[src/rtl/board_vga_pkg.sv]
// Shared geometry, colour and region definitions for the board compositor.
package board_vga_pkg;

  localparam int unsigned TILE_SIZE  = 108;
  localparam int unsigned TILE_GAP   = 8;
  localparam int unsigned TILE_PITCH = 116;
  localparam int unsigned BOARD_X0   = 84;
  localparam int unsigned BOARD_Y0   = 4;
  // Four tiles plus five gaps, outer gaps included.
  localparam int unsigned BOARD_SPAN = 472;
  localparam int unsigned RENDER_LAT = 2;
  localparam int unsigned H_ACTIVE   = 640;
  localparam int unsigned V_ACTIVE   = 480;

  localparam logic [11:0] COL_GAP     = 12'hBAA;
  localparam logic [11:0] COL_OUTSIDE = 12'hFEE;
  localparam logic [11:0] COL_OFF     = 12'h000;

  typedef enum logic [1:0] {OFF, OUTSIDE, GAP, TILE} region_e;

endpackage

[src/rtl/tile_axis_counter.sv]
// Per-axis tile position tracker: local count, tile index and in-tile flag for the current count.
module tile_axis_counter #(
  parameter int unsigned Origin = 92,
  parameter int unsigned Size   = 108,
  parameter int unsigned Pitch  = 116
) (
  input  logic        clk,
  input  logic        rst,
  input  logic [11:0] cnt,
  input  logic        adv,
  output logic [11:0] local_cnt,
  output logic [1:0]  index,
  output logic        in_tile
);

  logic [11:0] local_q, local_d;
  logic [1:0]  index_q, index_d;

  // local_d/index_d describe the current cnt; the registers hold the last advanced position.
  always_comb begin
    local_d = local_q;
    index_d = index_q;
    if (adv) begin
      if (cnt == 12'(Origin)) begin
        local_d = '0;
        index_d = '0;
      end else if (local_q == 12'(Pitch - 1)) begin
        local_d = '0;
        if (index_q != 2'd3) index_d = index_q + 2'd1;
      end else begin
        local_d = local_q + 12'd1;
      end
    end
  end

  always_ff @(posedge clk) begin
    if (!rst) begin
      local_q <= '0;
      index_q <= '0;
    end else begin
      local_q <= local_d;
      index_q <= index_d;
    end
  end

  assign local_cnt = local_d;
  assign index     = index_d;
  assign in_tile   = (cnt >= 12'(Origin)) && (local_d < 12'(Size));

endmodule

[src/rtl/board_vga_compositor.sv]
// 4x4 board compositor: tile addressing for the renderer and final pixel muxing.
// Optional FRAME_LATCH_EN: board is snapshotted at the start of vblank to avoid tearing.
module board_vga_compositor
  import board_vga_pkg::*;
(
  input  logic        clk,
  input  logic        rst,
  input  logic [11:0] h_cnt,
  input  logic [11:0] v_cnt,
  input  logic [63:0] board,
  output logic [3:0]  tile_state,
  output logic [11:0] tile_h,
  output logic [11:0] tile_v,
  input  logic [11:0] block_rgb,
  output logic [11:0] vga_data
);

  logic [11:0] x_local, y_local;
  logic [1:0]  x_idx, y_idx;
  logic        x_in, y_in;
  logic        line_start;
  logic        line_ok_q, line_ok;
  logic        x_span, y_span;
  logic [63:0] board_src;
  logic [3:0]  state_sel;
  logic [11:0] vga_d;
  region_e     region;
  region_e     region_q [RENDER_LAT+1];

  assign line_start = (h_cnt == 12'd0);

  tile_axis_counter #(
    .Origin (BOARD_X0 + TILE_GAP),
    .Size   (TILE_SIZE),
    .Pitch  (TILE_PITCH)
  ) u_x_counter (
    .clk       (clk),
    .rst       (rst),
    .cnt       (h_cnt),
    .adv       (1'b1),
    .local_cnt (x_local),
    .index     (x_idx),
    .in_tile   (x_in)
  );

  tile_axis_counter #(
    .Origin (BOARD_Y0 + TILE_GAP),
    .Size   (TILE_SIZE),
    .Pitch  (TILE_PITCH)
  ) u_y_counter (
    .clk       (clk),
    .rst       (rst),
    .cnt       (v_cnt),
    .adv       (line_start),
    .local_cnt (y_local),
    .index     (y_idx),
    .in_tile   (y_in)
  );

`ifdef FRAME_LATCH_EN
  logic [63:0] snap_q;

  always_ff @(posedge clk) begin
    if (!rst) begin
      snap_q <= '0;
    end else if (v_cnt == 12'(V_ACTIVE) && line_start) begin
      snap_q <= board;
    end
  end

  assign board_src = snap_q;
`else
  assign board_src = board;
`endif

  // After reset the horizontal counter is unknown until a line begins, so blank until then.
  assign line_ok = line_ok_q || line_start;

  assign x_span = (h_cnt >= 12'(BOARD_X0)) && (h_cnt < 12'(BOARD_X0 + BOARD_SPAN));
  assign y_span = (v_cnt >= 12'(BOARD_Y0)) && (v_cnt < 12'(BOARD_Y0 + BOARD_SPAN));

  always_comb begin
    region = TILE;
    if (!line_ok || h_cnt >= 12'(H_ACTIVE) || v_cnt >= 12'(V_ACTIVE)) begin
      region = OFF;
    end else if (!(x_span && y_span)) begin
      region = OUTSIDE;
    end else if (!(x_in && y_in)) begin
      region = GAP;
    end
  end

  assign state_sel = board_src[{y_idx, x_idx, 2'b00} +: 4];

  always_comb begin
    vga_d = COL_OFF;
    unique case (region_q[RENDER_LAT])
      TILE:    vga_d = block_rgb;
      GAP:     vga_d = COL_GAP;
      OUTSIDE: vga_d = COL_OUTSIDE;
      default: vga_d = COL_OFF;
    endcase
  end

  always_ff @(posedge clk) begin
    if (!rst) begin
      line_ok_q  <= 1'b0;
      tile_state <= '0;
      tile_h     <= '0;
      tile_v     <= '0;
      vga_data   <= '0;
      for (int unsigned i = 0; i <= RENDER_LAT; i++) region_q[i] <= OFF;
    end else begin
      if (line_start) line_ok_q <= 1'b1;
      if (region == TILE) begin
        tile_state <= state_sel;
        tile_h     <= x_local;
        tile_v     <= y_local;
      end else begin
        tile_state <= '0;
        tile_h     <= '0;
        tile_v     <= '0;
      end
      region_q[0] <= region;
      for (int unsigned i = 1; i <= RENDER_LAT; i++) region_q[i] <= region_q[i-1];
      vga_data <= vga_d;
    end
  end

endmodule
[config.mk]
export PLATFORM = sky130hd
export DESIGN_NAME = board_vga_compositor
export DESIGN_NICKNAME = d
export VERILOG_FILES = /design/src/rtl/board_vga_pkg.sv /design/src/rtl/tile_axis_counter.sv /design/src/rtl/board_vga_compositor.sv
export SDC_FILE = /design/constraint.sdc
export NUM_CORES = 1
export LEC_CHECK = 0
export CAP_MARGIN = 20
export CORE_MARGIN = 5
export CORE_UTILIZATION = 48
export DETAILED_ROUTE_END_ITERATION = 10
export PLACE_DENSITY = 0.93
export SETUP_SLACK_MARGIN = 0.1
export SYNTH_ARGS = -nofsm -noshare
export SYNTH_HDL_FRONTEND = slang
export SYNTH_SLANG_ARGS = --single-unit
[constraint.sdc]
create_clock -name clk -period 4.6 [get_ports clk]
set_input_delay 0.92 -clock clk [delete_from_list [all_inputs] [get_ports clk]]
set_output_delay 0.92 -clock clk [all_outputs]
set_load 0.005 [all_outputs]
# == Word-level counts from Yosys, hierarchy flattened ==
# Memory sizes are Yosys's and may differ from the RTL's.
# Index checks and enable logic that the tools add are counted.
# Widths: inputs -> output; s select.
# classes
n_eq_ne,10
n_addsub,4
order_cmp,10
n_reduce_logical,12
n_mux,21
n_shift,1
bitwise_logic,3
# ops
op,count
$shiftx 64x7->4,1
$mux 12,5
$eq 12x7->1 const B,3
$pmux 12 s3,1
$add 12x1->12 const B,2
$ge 12x7->1 const B,2
$lt 12x7->1 const B,2
$mux 2,12
$eq 12x4->1 const B,1
$ge 12x10->1 const B,1
$ge 12x3->1 const B,1
$ge 12x4->1 const B,1
$ge 12x9->1 const B,1
$logic_not 12->1,1
$lt 12x10->1 const B,1
$lt 12x9->1 const B,1
$eq 2x2->1 const B,3
$logic_and 1x1->1,6
$add 2x1->2 const B,2
$ne 2x2->1 const B,2
$logic_or 1x1->1,3
$mux 1,3
$or 1x1->1,3
$eq 2x1->1 const B,1
2 further kinds,2
# word_totals
ff_bits,69
memories,1
inputBits,102
ram_bits,6
out_inout_bits,40
# mem_list
memory,depth,width,rd,rd_clocked_by_memory_dff,wr,line,text
region_q,3,2,3,0,3,board_vga_compositor.sv:28,region_e region_q [RENDER_LAT+1];

# == Depth between registers and ports, before layout ==
# logic_depth
ltp_word,12
mapped_depth,11
depth_no_buf,8

# == Modules after synthesis ==
# From an unflattened synthesis, not the netlist that was laid out.
# unflattened
hier_cells,416
area_unflattened_um2,3931.3
# by_module_without_submodules
mod,seq_area_each_um2,area_each_um2,cells_per_inst,instances
board_vga_compositor,940.9,2052.0,180,1
tile_axis_counter at u_y_counter,280.3,977.2,123,1
tile_axis_counter at u_x_counter,280.3,902.1,113,1

# == Least setup slack after synthesis ==
# No wires, ideal clock.
# synth_path
kind,input to register
from,input port h_cnt[1]
to,register tile_h[4]
cell_stages,10
arrival_time_ns,2.933
path_slack_ns,1.594
required_time_ns,4.527
path_cell_list,nor4_2 -> and3_1 -> clkbuf_1 -> o31ai_1 -> a222oi_1 -> o21ai_1 -> a2111o_1 -> buf_6 -> buf_12 -> nor3_4
# synth_between
elab_chain_cells,10
# synth_rtl
item,line,text
start: declaration,board_vga_compositor.sv:8,"input logic [11:0] h_cnt,"
$eq 12x7->1 / $logic_not 12->1 (equally long branches),"tile_axis_counter.sv:24, board_vga_compositor.sv:30",
"$mux 12, on equally long branches","tile_axis_counter.sv:24, tile_axis_counter.sv:23",
$lt 12x7->1,tile_axis_counter.sv:48,assign in_tile = (cnt >= 12'(Origin)) && (local_d < 12'(Size));
$logic_and 1x1->1,tile_axis_counter.sv:48,
$logic_and 1x1->1,board_vga_compositor.sv:88,end else if (!(x_in && y_in)) begin
$mux 1,board_vga_compositor.sv:88,
$mux 2,board_vga_compositor.sv:86,end else if (!(x_span && y_span)) begin
$mux 2,board_vga_compositor.sv:84,if (!line_ok || h_cnt >= 12'(H_ACTIVE) || v_cnt >= 12'(V_ACTIVE)) begin
$eq 2x2->1,board_vga_compositor.sv:115,if (region == TILE) begin
$reduce_and 2->1 (no source line),--,
end signal: assignment,board_vga_compositor.sv:117,tile_h <= x_local;
end: declaration,board_vga_compositor.sv:12,"output logic [11:0] tile_h,"
# Several ways; a longest one is shown, not always the timed one.
# A chain may end at the register's enable or synchronous reset.

# == Worst setup path after layout ==
# layout_path
from,input port h_cnt[3]
to,register tile_h[5]
# The elaborated chain is that of the path after synthesis.

==> impl_summary.txt <==
----------------------------------------------------
[Status]
  Result of the run ... finished, final reports clean

[Setup path]
  Ordered list of cells on the worst path ... clkdlybuf4s50_1, nor4_1, and3_1, o31ai_1, a222oi_1, o21ai_1, a2111o_1, buf_12, nor3_1
  Data arrival time of the critical path ... slightly above 4000 ps
  Critical path class ... input pin to flip-flop
  Kind of capture point of the worst setup path ... flip-flop
  Peak per-stage delay on the critical path ... roughly 570 ps
  CP Max Fanout ... 15
  Number of buffers and inverters on the critical path ... 2
  Cell type group with the largest total delay on the critical path ... compound AO/OA/AOI/OAI gates
  Required time at the endpoint of the critical path ... 4880 ps
  Critical path launch point type ... input pin
  Critical Path Slowest Stage Cell ... sky130_fd_sc_hd__a2111o_1

[Timing]
  Hold violation total from the final report ... 0
  Period Utilization, post-route ... 0.820
  Final TNS setup ... 0 ps
  Slew at the pin with the worst max-slew slack ... roughly 1100 ps
  Worst path setup slack after routing ... approximately 830 ps
  Final slew viol count ... 0
  Unrepaired setup endpoints after global routing ... no
  Maximum clock rate ... 265 MHz
  Final critical delay including setup and external delays ... 3770 ps
  Setup-violating endpoint count in the final report ... 0
  Worst-case clock skew ... a little under 10 ps
  Slew Limit Headroom ... 0.266

[Yosys]
  Portion of the post-synthesis area used by sequential elements ... 0.386
  Most frequent cells after synthesis ... sky130_fd_sc_hd__nand2_1, sky130_fd_sc_hd__dfxtp_1, sky130_fd_sc_hd__nor2_1, sky130_fd_sc_hd__a21oi_1, sky130_fd_sc_hd__nand3_1
  Post-Synthesis Cells ... between 400 and 500
  Most used flip-flop cell after synthesis ... sky130_fd_sc_hd__dfxtp_1
  Share of Yosys cell area claimed by the top area cell type ... 0.386
  Count leader, synth ... sky130_fd_sc_hd__nand2_1
  Dominant cell type by area after synthesis ... sky130_fd_sc_hd__dfxtp_1
  Largest cells by area after synthesis ... sky130_fd_sc_hd__dfxtp_1, sky130_fd_sc_hd__nand2_1, sky130_fd_sc_hd__nor2_1, sky130_fd_sc_hd__a21oi_1, sky130_fd_sc_hd__nand3_1
  Synthesized flop and latch total ... 75
  Yosys warnings ... 0
  Share of async-settable or async-resettable flops after synthesis ... 0
  Number of enable flip-flop cells after synthesis ... 0
  Mean Syn Cell Area ... ~8 sq um
  Netlist cell types ... 64
  Post-Syn Area ... ~4000 sq um

[CTS]
  Maximum root-to-sink buffer count ... 2
  Max H-tree Level ... 3
  Post-CTS Setup Inserts ... 0
  Insertion delay of the later-clocked pin in the worst-skew pair ... approximately 350 ps
  Clock-pin slew of the registers on the worst-case setup and hold paths ... roughly 80 ps
  Clock tree from TritonCTS ... done
  Number of sinks handled by clock tree synthesis ... between 70 and 80
  CTS resizes ... 0
  Total of hold buffers inserted after clock tree synthesis ... 0
  Number of CTS-inserted buffers ... 9
  Root Buffer ... sky130_fd_sc_hd__clkbuf_8

[Die]
  Vertical die dimension ... between 100 and 150 um
  Die area ... approximately 10000 sq um
  Number of rows in the core area ... 32
  Number of ports placed on the die boundary ... between 100 and 150
  Standard cell core area ... between 7000 and 8000 sq um
  Effective utilization at floorplan ... 0.499
  Die X ... 100 um

[Finish]
  Final std cells w/o fill ... about 730
  Final core utilization ... 0.721
  Fillers ... around 640
  Share of layout cells above drive strength 1 ... 0.0681
  Final antenna diode count ... 0
  Area growth from synthesis to layout ... 44.6%
  Number of nets in the layout ... 732

[Global route]
  First-pass GRT wire length ... between 15000 and 20000 um
  Number of antenna violations at the first check in global routing ... 0
  Largest net degree at the start of global routing ... 33
  Most utilized layer in the global route result ... met2
  Met3 Usage GRT ... 0.0667
  Met2 Use GR ... 0.405
  Grt ovf ... 0
  Met1 Track Usage GR ... 0.251
  Via count of the first global-routing pass ... approximately 4200
  GRT Total Usage ... 0.227

[Routing]
  Via count ... 4133
  1st-pass router iterations ... 6
  Post-DR vias/cell ... between 5 and 6
  DR DRC count ... 0
  WL per Instance ... 15.6 um
  Number of nets with antenna violations after detailed routing ... 0
  Total length of routed wires ... approximately 11000 um
  Starting DRC count in detailed routing ... 228

[Placed design]
  DP HPWL ... 9080 um
  PortBufs ... around 140
  Total placed cells including tap cells ... 717
  RePlAce Congestion ... approximately 0.94
  Worst-case setup slack after placement ... about 530 ps

[Power]
  Maximum vdd drop ... between 100 and 150 uV
  Total power per unit cell area ... 245 nW/um^2
  Leakage Power ... 2.02 nW
  Total Power Consumption ... about 0.0014 W

[Job]
  Maxcap violations ... 0

[Hold path]
  Type of the most critical hold path ... flip-flop to flip-flop

----------------------------------------------------
==> stage by stage <==
step	area [sq um]	hold slack, ps
2_1_floorplan	3930	412
3_3_place_gp	5400	414
3_5_place_dp	5400	421
4_1_cts	5630	441
5_1_grt	5630	460
6_report	5630	440
==> report_power, final <==
| group | total, W | switching [W] | internal, W |
|---|---|---|---|
| combinational | 0.000143 | 0.0000462 | 0.0000969 |
| sequential | 0.000660 | 0.00000446 | 0.000655 |
| clock | 0.000575 | 0.000250 | 0.000326 |
| total | 0.00138 | 0.000300 | 0.00108 |
==> path summary, 6_finish.rpt <==
kind	startpoint	endpoint	slack (ps)	cells after the start
worst max-delay path	h_cnt[3]	tile_h[5]	830	9
worst min-delay path	region_q[0][2]	region_q[0][4]	440	1
worst max register to register	u_y_counter.local_q[0]	tile_h[5]	1290	9
worst min register to register	region_q[0][2]	region_q[0][4]	440	1
==> state kept, by name (all words and copies together) (netlist names) <==
signal and cells:
u_y_counter.local_q 12, region_q 6, u_x_counter.local_q 12, vga_data 12, tile_v 12, u_y_counter.index_q 2, u_x_counter.index_q 2, tile_state 4
line_ok_q 1, tile_h 12
==> layout make-up <==
class	instances	area, sq um	area share
multi-input cells	383	2260	0.402
flip-flops and latches	75	1500	0.267
repair buffers	146	1460	0.260
clock buffers	10	138	0.0244
well taps	102	128	0.0227
clock inverters	6	95.1	0.0169
inverters	11	41.3	0.00733
==> kinds of logic (layout without fill, tap and decap cells) <==
group,Yosys count,count (layout),share of synthesized area
simple gates,250,250,0.333
compound gates,96,96,0.168
flops,75,75,0.386
buf+inv,39,173,0.0460
xor+xnor,17,17,0.0382
mux,6,6,0.0154
fa+ha+maj,4,4,0.0129
other cells,1,10,0.000963
==> cell usage in the layout, fill, tap and decap left out, types with 12 or more instances in the layout <==
master	instances
sky130_fd_sc_hd__a21oi_1	31
sky130_fd_sc_hd__and3_1	12
sky130_fd_sc_hd__clkdlybuf4s50_1	141
sky130_fd_sc_hd__dfxtp_1	75
sky130_fd_sc_hd__nand2_1	79
sky130_fd_sc_hd__nand3_1	29
sky130_fd_sc_hd__nor2_1	50
sky130_fd_sc_hd__nor3_1	20
==> layer usage <==
layer | routed length [um] | up-vias | part of all wire
met2 | 5550 | 205 | 0.48
met1 | 4470 | 1904 | 0.39
li1 | - | 1995 | -
met4 | 338 | 0 | 0.029
met3 | 1100 | 29 | 0.096
met5 | 0 | - | 0
Note: power is estimated with default switching activity, not from simulation.
